### src/rtl/pause_ce_gate.sv
// Gates the CPU clock-enable from a level pause request. Optional macro
// PAUSE_VBLANK_SYNC_EN aligns stop/resume to a vblank rising edge with a timeout.
module pause_ce_gate #(
  parameter int CLKSPD       = 12,
  parameter int CE_DIV       = 4,
  parameter int SYNC_TIMEOUT = CLKSPD * 40000
) (
  input  logic clk_sys,
  input  logic reset_n,
  input  logic pause_cpu,
  input  logic vblank,
  output logic cpu_ce,
  output logic paused
);

  typedef enum logic [1:0] {
    RUN      = 2'd0,
    ARM_STOP = 2'd1,
    STOPPED  = 2'd2,
    ARM_GO   = 2'd3
  } state_t;

  localparam logic [7:0] DIV_LAST = 8'(CE_DIV - 1);

  state_t     state;
  state_t     state_nxt;
  logic [7:0] div_cnt;
  logic [7:0] div_nxt;
  logic       running;

  assign running = (state == RUN) || (state == ARM_STOP);

`ifdef PAUSE_VBLANK_SYNC_EN
  localparam logic [31:0] WAIT_LAST = 32'(SYNC_TIMEOUT - 1);

  logic [31:0] wait_cnt;
  logic [31:0] wait_nxt;
  logic        vblank_last;
  logic        vbl_rise;
  logic        tmo;

  assign vbl_rise = vblank & ~vblank_last;
  assign tmo      = (wait_cnt == WAIT_LAST);
`else
  logic unused_sync;
  assign unused_sync = ^{vblank, 32'(SYNC_TIMEOUT)};
`endif

  // Next-state decode; cancellation is checked before vblank/timeout
  always_comb begin
    state_nxt = state;
    case (state)
      RUN: begin
`ifdef PAUSE_VBLANK_SYNC_EN
        if (pause_cpu) state_nxt = ARM_STOP;
`else
        if (pause_cpu) state_nxt = STOPPED;
`endif
      end
      ARM_STOP: begin
`ifdef PAUSE_VBLANK_SYNC_EN
        if (!pause_cpu)           state_nxt = RUN;
        else if (vbl_rise || tmo) state_nxt = STOPPED;
`else
        state_nxt = RUN;
`endif
      end
      STOPPED: begin
`ifdef PAUSE_VBLANK_SYNC_EN
        if (!pause_cpu) state_nxt = ARM_GO;
`else
        if (!pause_cpu) state_nxt = RUN;
`endif
      end
      ARM_GO: begin
`ifdef PAUSE_VBLANK_SYNC_EN
        if (pause_cpu)            state_nxt = STOPPED;
        else if (vbl_rise || tmo) state_nxt = RUN;
`else
        state_nxt = RUN;
`endif
      end
      default: state_nxt = RUN;
    endcase
  end

  // Divider runs only while the CPU is live, so RUN is always entered at zero
  always_comb begin
    div_nxt = 8'd0;
    if (running) begin
      if (div_cnt == DIV_LAST) div_nxt = 8'd0;
      else                     div_nxt = div_cnt + 8'd1;
    end
  end

  always_ff @(posedge clk_sys) begin
    if (!reset_n) begin
      state   <= RUN;
      div_cnt <= 8'd0;
    end else begin
      state   <= state_nxt;
      div_cnt <= div_nxt;
    end
  end

`ifdef PAUSE_VBLANK_SYNC_EN
  // Wait counter never wraps: reaching WAIT_LAST always forces a state change
  always_comb begin
    wait_nxt = 32'd0;
    if ((state_nxt == state) && ((state == ARM_STOP) || (state == ARM_GO)))
      wait_nxt = wait_cnt + 32'd1;
  end

  always_ff @(posedge clk_sys) begin
    if (!reset_n) begin
      wait_cnt    <= 32'd0;
      vblank_last <= 1'b0;
    end else begin
      wait_cnt    <= wait_nxt;
      vblank_last <= vblank;
    end
  end
`endif

  assign cpu_ce = running && (div_cnt == DIV_LAST);
  assign paused = (state == STOPPED) || (state == ARM_GO);

endmodule
### config.mk
export PLATFORM = sky130hd
export DESIGN_NAME = pause_ce_gate
export DESIGN_NICKNAME = d
export VERILOG_FILES = /design/src/rtl/pause_ce_gate.sv
export SDC_FILE = /design/constraint.sdc
export NUM_CORES = 1
export LEC_CHECK = 0
export ABC_AREA = 1
export BUFFER_PORTS_ARGS = -buffer_cell sky130_fd_sc_hd__buf_2
export CORE_AREA = 2 2 39 41
export CTS_CLUSTER_DIAMETER = 120
export DETAILED_ROUTE_END_ITERATION = 6
export DIE_AREA = 0 0 41 43
export PLACE_DENSITY = 0.64
export SLEW_MARGIN = 20
export SYNTH_ARGS = -nofsm -noshare
export SYNTH_HDL_FRONTEND = slang
export SYNTH_SLANG_ARGS = --single-unit
### constraint.sdc
create_clock -name clk_sys -period 2.3 [get_ports clk_sys]
set_input_delay 0.46 -clock clk_sys [delete_from_list [all_inputs] [get_ports clk_sys]]
set_output_delay 0.46 -clock clk_sys [all_outputs]
set_load 0.01 [all_outputs]
==> key figures, run 1 <==
Outcome
  – Status: finished, final reports clean

Global routing
  – Overall routing resource usage: 12.2%
  – Largest net degree at the start of global routing: 7
  – First-pass GRT wire length: about 1400 um
  – Antenna violations before repair: 0
  – Number of global-route vias before repair: ~360
  – Grt total ovfl: 0

Drt
  – Pre-Repair DR Iteration Count: 3
  – Antenna viol nets, final: 0
  – DR WL/cell: just under 9 um
  – DR vias: ~420
  – Drc violations: 0
  – Vias per Instance: between 4 and 5
  – Starting DRT DRC Count: 5
  – Routed WL: 845 um

Clock network
  – Clock sink total: 9
  – CTS tree: done
  – Setup Buffers After CTS: 0
  – Post-CTS Hold Buffers: 0
  – CTS-repair resized insts: 0
  – Clk root buf: clkbuf_4
  – Cts bufs inserted: 3
  – Reg clk slew, reported paths: ~0.07 ns
  – Clock buffer depth: 2
  – H-Tree Depth: 1
  – Clk_lat worst skew: approximately 0.27 ns

Cells and area
  – Final non-filler cell area: 549 um^2
  – Diodes inserted: 0
  – Most common cell after layout, fill and taps aside: nand2_1
  – Most frequent cells in the layout: nand2_1, inv_1, nor2_1, dfxtp_1, nor2_2
  – Final core occ: a little under 40%
  – Fillers: 147
  – Non-Filler Instances: between 90 and 100
  – Final nets: 86
  – P&R area growth vs syn: 13.7%
  – Layout cells sized above 1: between 20% and 30%

Yosys
  – Synthesized netlist cell count: 72
  – Synth top area share: between 30% and 40%
  – Synth area leaders: dfxtp_1, nand2_1, inv_1
  – Seq/Total Area, Yosys: around 37%
  – Syn Std Cell Area: just under 500 um^2
  – Avg Inst Size Synth: ~6.7 um^2
  – Yosys top cell by area: dfxtp_1
  – Synth unique cells: 13
  – Yosys warns: 0
  – Synthesized flop and latch total: 9
  – Post-synthesis net count: 77

Placed design
  – Gpl congestion: 0.770
  – Pre-CTS WS: about 0.71 ns
  – Detail Placement HPWL: 642 um
  – Placed instance count: 92
  – Area after DPL: roughly 520 um^2
  – Port bufs: 4

Timing
  – Slew Limit Fails: 0
  – Relative slew slack: about 86%
  – Worst Setup Slack, final: around 0.42 ns
  – Hold Fails Final Rpt: 0
  – F_max: around 0.53 GHz
  – Setup TNS: 0 ns
  – # setup viols final: 0
  – Final hold slack: around 0.37 ns
  – Slew @ Worst Pin: about 0.22 ns
  – Tmin final: 1.88 ns
  – Fin Clk Skew: 0.00371 ns
  – Fin crit share: 81.7%
  – RSZ-0062 raised after global routing: no

Setup path
  – Crit path max-delay family: flip-flops
  – Worst path buffer plus inverter count: 1
  – CP max FO: 5
  – Slowest Stage Delay on Critical Path: approximately 0.38 ns
  – Crit path arrival time: about 1.4 ns
  – CP endpoint kind: primary output
  – Crit path kind: flop to primary output
  – Crit-path cells: ha_1 -> nand2_2 -> nor2_1 -> nand2_2 -> nor2_1 -> buf_2
  – Kind of start point of the critical path: flop
  – Data required time of the critical path: 1.84 ns
  – Slowest stage cell on the critical path: dfxtp_1

Job
  – Max-cap violation count: 0

Floorplanning
  – I/O pin count: 6
  – Die width: between 40 and 50 um
  – DIE HEIGHT: approximately 43 um
  – Starting Density: a little over a third
  – Core Region: between 0.001 and 0.0015 mm^2
  – # rows: 14
  – Die ar.: around 0.0018 mm^2

Power and ir drop
  – Pwr/cell area: between 500 and 600 mW/mm^2
  – Peak VDD IR: 350 uV
  – P_leak: about 0.24 nW
  – Total Power: around 320 uW

Worst hold path
  – Hold Crit Class: input pin to flop
## sequential cells by signal, summed over array words and instances, names as in the netlist
signal   count
div_cnt      8
state        1
## path summary, 6_finish.rpt
check	start	end	slack, ns	depth (start not counted)
setup / recovery	div_cnt[0]	cpu_ce	0.42	6
hold / removal	pause_cpu	state[1]	0.37	3
setup reg to reg	div_cnt[0]	div_cnt[2]	1.09	6
hold reg to reg	div_cnt[0]	div_cnt[0]	0.47	1
## routing by layer
layer | part of all wire, % | global-route usage [%] | up-vias
met3 | 3.7 | 4.71 | 4
met5 | 0 | 0 | -
met4 | 3.2 | 10.0 | 0
met1 | 48 | 15.3 | 171
li1 | - | - | 234
met2 | 44 | 15.6 | 8
## cell type report
| type | count | area, um^2 | share of cell area (%) |
|---|---|---|---|
| inverter | 14 | 52.6 | 9.57 |
| clock buffer | 4 | 26.3 | 4.78 |
| tap | 16 | 20.0 | 3.64 |
| timing repair buffer | 4 | 20.0 | 3.64 |
| sequential | 9 | 180 | 32.8 |
| multi-input combinational | 49 | 250 | 45.6 |
## synth_stat cells, drive strengths merged
cell,number
nand3,4
nand2,23
o21ai,2
inv,14
dfxtp,9
nor2,14
ha,1
nand4,1
a21oi,4
## logic make-up after synthesis
kind of cell / Yosys count / synth area share (%)
AOI/OAI and AO/OA: 6 / 9.33
adders and majority gates: 1 / 2.59
buffers and inverters: 14 / 10.9
DFF: 9 / 37.3
and+or+nand+nor: 42 / 39.9
## report_power, final
part           total [mW]  switching (mW)  internal [mW]
Combinational      0.0228          0.0139        0.00896
Sequential          0.165         0.00426          0.160
Clock               0.128          0.0611         0.0672
Total               0.316          0.0793          0.236
## worst min-delay path, delay by kind of cell
family / cells / cell delay [ns]
buffers and inverters: 2 / 0.11
AND/OR/NAND/NOR: 1 / 0.04
(Power assumes the default switching activity.)
==> inputs of run 2 (changes only) <==
==> constraint.sdc (replaced) <==
create_clock -name clk_sys -period 1.8 [get_ports clk_sys]
set_input_delay 0.36 -clock clk_sys [delete_from_list [all_inputs] [get_ports clk_sys]]
set_output_delay 0.36 -clock clk_sys [all_outputs]
set_load 0.01 [all_outputs]
==> key figures, run 2 (synthesis results as in run 1) <==
Clock network
  – Cts bufs inserted: 3 (unchanged)
  – Clk root buf: clkbuf_4
  – Post-CTS Hold Buffers: 0 (unchanged)
  – CTS tree: done
  – Clock buffer depth: 2 (unchanged)
  – H-Tree Depth: 1 (unchanged)
  – Clock sink total: 9 (unchanged)
  – Clk_lat worst skew: 0.27 ns (about the same)
  – Reg clk slew, reported paths: 0.07 ns (about the same)

Global routing
  – Antenna violations before repair: 0 (unchanged)
  – Met1 usage: 15.3% (unchanged)
  – Met3 GRT Util: 4.71% (unchanged)
  – Most Crowded Layer GR: met2
  – Overall routing resource usage: 12.2% (unchanged)
  – First-pass GRT wire length: 1380 um (unchanged)
  – Grt total ovfl: 0 (unchanged)
  – Number of global-route vias before repair: 357 (unchanged)
  – Met2 Usage GRT: 15.6% (unchanged)
  – Largest net degree at the start of global routing: 7 (unchanged)

Power and ir drop
  – Total Power: 410 uW (+30%)
  – Sw Pwr: 106 uW (+33%)
  – Peak VDD IR: 447 uV (+28%)
  – Switch share: 25.8% (+0.64 points)
  – Pwr/cell area: 729 mW/mm^2 (+27%)
  – P_leak: 0.239 nW (-0.58%)
  – Combinational share of power: 7.7% (+0.5 points)
  – Internal power: 305 uW (+29%)
  – Clk pwr share: 40.4% (-0.2 points)
  – Sequential share of power: 51.8% (-0.3 points)

Placed design
  – Detail Placement HPWL: 642 um (unchanged)
  – Port bufs: 4 (unchanged)
  – Placed instance count: 92 (unchanged)
  – Gpl congestion: 0.770 (unchanged)
  – Pre-CTS WS: 0.308 ns (-0.400 ns)

Drt
  – Vias per Instance: 4.44 (+2.2%)
  – DR vias: 426 (+2.2%)
  – Pre-Repair DR Iteration Count: 4 (+1)
  – Antenna viol nets, final: 0 (unchanged)
  – Drc violations: 0 (unchanged)
  – DR WL/cell: 9.15 um (+3.9%)
  – Routed WL: 878 um (+3.9%)
  – Starting DRT DRC Count: 6 (+1)

Cells and area
  – Layout cells sized above 1: 30.0% (+2.5 points)
  – Number of flip-flops in the largest register: 8 (unchanged)
  – Most common cell after layout, fill and taps aside: nand2_1
  – Top flop regs: div_cnt x8, state x1
  – Largest reg by FF count: div_cnt
  – Final nets: 86 (unchanged)
  – Diodes inserted: 0 (unchanged)
  – P&R area growth vs syn: 16.6%
  – Non-Filler Instances: 96 (unchanged)
  – Fillers: 148 (+0.68%)
  – Most frequent cells in the layout: nand2_1, inv_1, nor2_1

Timing
  – Relative slew slack: 85.7% (+0.17 points)
  – Tmin final: 1.68 ns
  – Final hold slack: 0.275 ns (-0.0995 ns)
  – Slew Limit Fails: 0 (unchanged)
  – Worst Setup Slack, final: 0.118 ns (-0.303 ns)
  – Setup TNS: 0 ns (unchanged)
  – Fin Clk Skew: 0.00624 ns (+0.00254 ns)
  – # setup viols final: 0 (unchanged)
  – Slew @ Worst Pin: 0.215 ns (-0.00252 ns)
  – Fin crit share: slightly above 90%
  – RSZ-0062 raised after global routing: no
  – F_max: 0.595 GHz
  – Hold Fails Final Rpt: 0 (unchanged)

Floorplanning
  – Starting Density: 34.9% (unchanged)
  – Core Region: 0.00138 mm^2 (unchanged)
  – Die width: 41 um (unchanged)
  – DIE HEIGHT: 43 um (unchanged)
  – I/O pin count: 6 (unchanged)
  – # rows: 14 (unchanged)
  – Die ar.: 0.00176 mm^2 (unchanged)

Setup path
  – Crit path kind: flop to primary output
  – Crit path max-delay family: flip-flops
  – Crit-path cells: ha_4 -> nand2_2 -> nor2_1 -> nand2_2 -> nor2_1 -> buf_2
  – CP endpoint kind: primary output
  – Kind of start point of the critical path: flop
  – Worst path buffer plus inverter count: 1 (unchanged)
  – Crit path arrival time: 1.32 ns (-0.10 ns)
  – CP max FO: 5 (unchanged)
  – Data required time of the critical path: 1.44 ns (-0.40 ns)
  – Slowest Stage Delay on Critical Path: 0.39 ns (about the same)
  – Slowest stage cell on the critical path: dfxtp_1

Worst hold path
  – Hold Crit Class: input pin to flop

Outcome
  – Status: finished, final reports clean

Job
  – Max-cap violation count: 0 (unchanged)
-- run 2: cell types whose count changed in the layout (fill, tap and decap cells not counted) --
cell and change:
ha_1 -1, dfxtp_2 +1, dfxtp_1 -1, ha_4 +1
-- run 2: final timing paths --
path	startpoint	endpoint	slack (ns)	cells after the start
max	div_cnt[1]	cpu_ce	0.12	6
min	pause_cpu	state[1]	0.27	3
max reg2reg	div_cnt[1]	div_cnt[2]	0.69	6
min reg2reg	div_cnt[0]	div_cnt[0]	0.46	1
-- run 2: metal layers --
metal | wire length (um) | vias to the layer above
met5 | 0 | -
met2 | 410 | 10
li1 | - | 235
met3 | 40 | 4
met4 | 19 | 0
met1 | 408 | 177
-- run 2: power by group through the flow --
stage | Combinational, mW | Sequential [mW] | Clock (mW)
6_report | 0.0317 | 0.213 | 0.166
5_1_grt | 0.0375 | 0.214 | 0.177
4_1_cts | 0.0299 | 0.210 | 0.168
3_5_place_dp | 0.0299 | 0.215 | 0
3_3_place_gp | 0.0294 | 0.215 | 0
2_1_floorplan | 0.0223 | 0.215 | 0
-- run 2: final cells by class --
cell class | instances | area (um^2) | area share (%)
inverters | 14 | 52.6 | 9.33
multi-input cells | 49 | 263 | 46.7
well taps | 16 | 20.0 | 3.56
clock buffers | 4 | 26.3 | 4.67
flip-flops and latches | 9 | 181 | 32.2
repair buffers | 4 | 20.0 | 3.56
-- run 2: worst reg2reg max path, cell delays in order (launching register included) --
cell	delay, ns
dfxtp_1	0.39
ha_4	0.18
nand2_2	0.07
nor2_1	0.12
nand2_2	0.08
nand2_4	0.12
a21oi_2	0.04
-- run 2: timing repair --
item,CTS,global route
setup buffers,0,0
endpoints found under the hold margin,0,0
setup endpoints to repair,0,1
resized for setup,0,3
-- run 2: stage by stage --
step,utilization [%],area (um^2)
floorplan,-,483
global placement,37.8,523
detailed placement,37.8,523
CTS,39.7,549
global route,40.7,563
finish,40.7,563
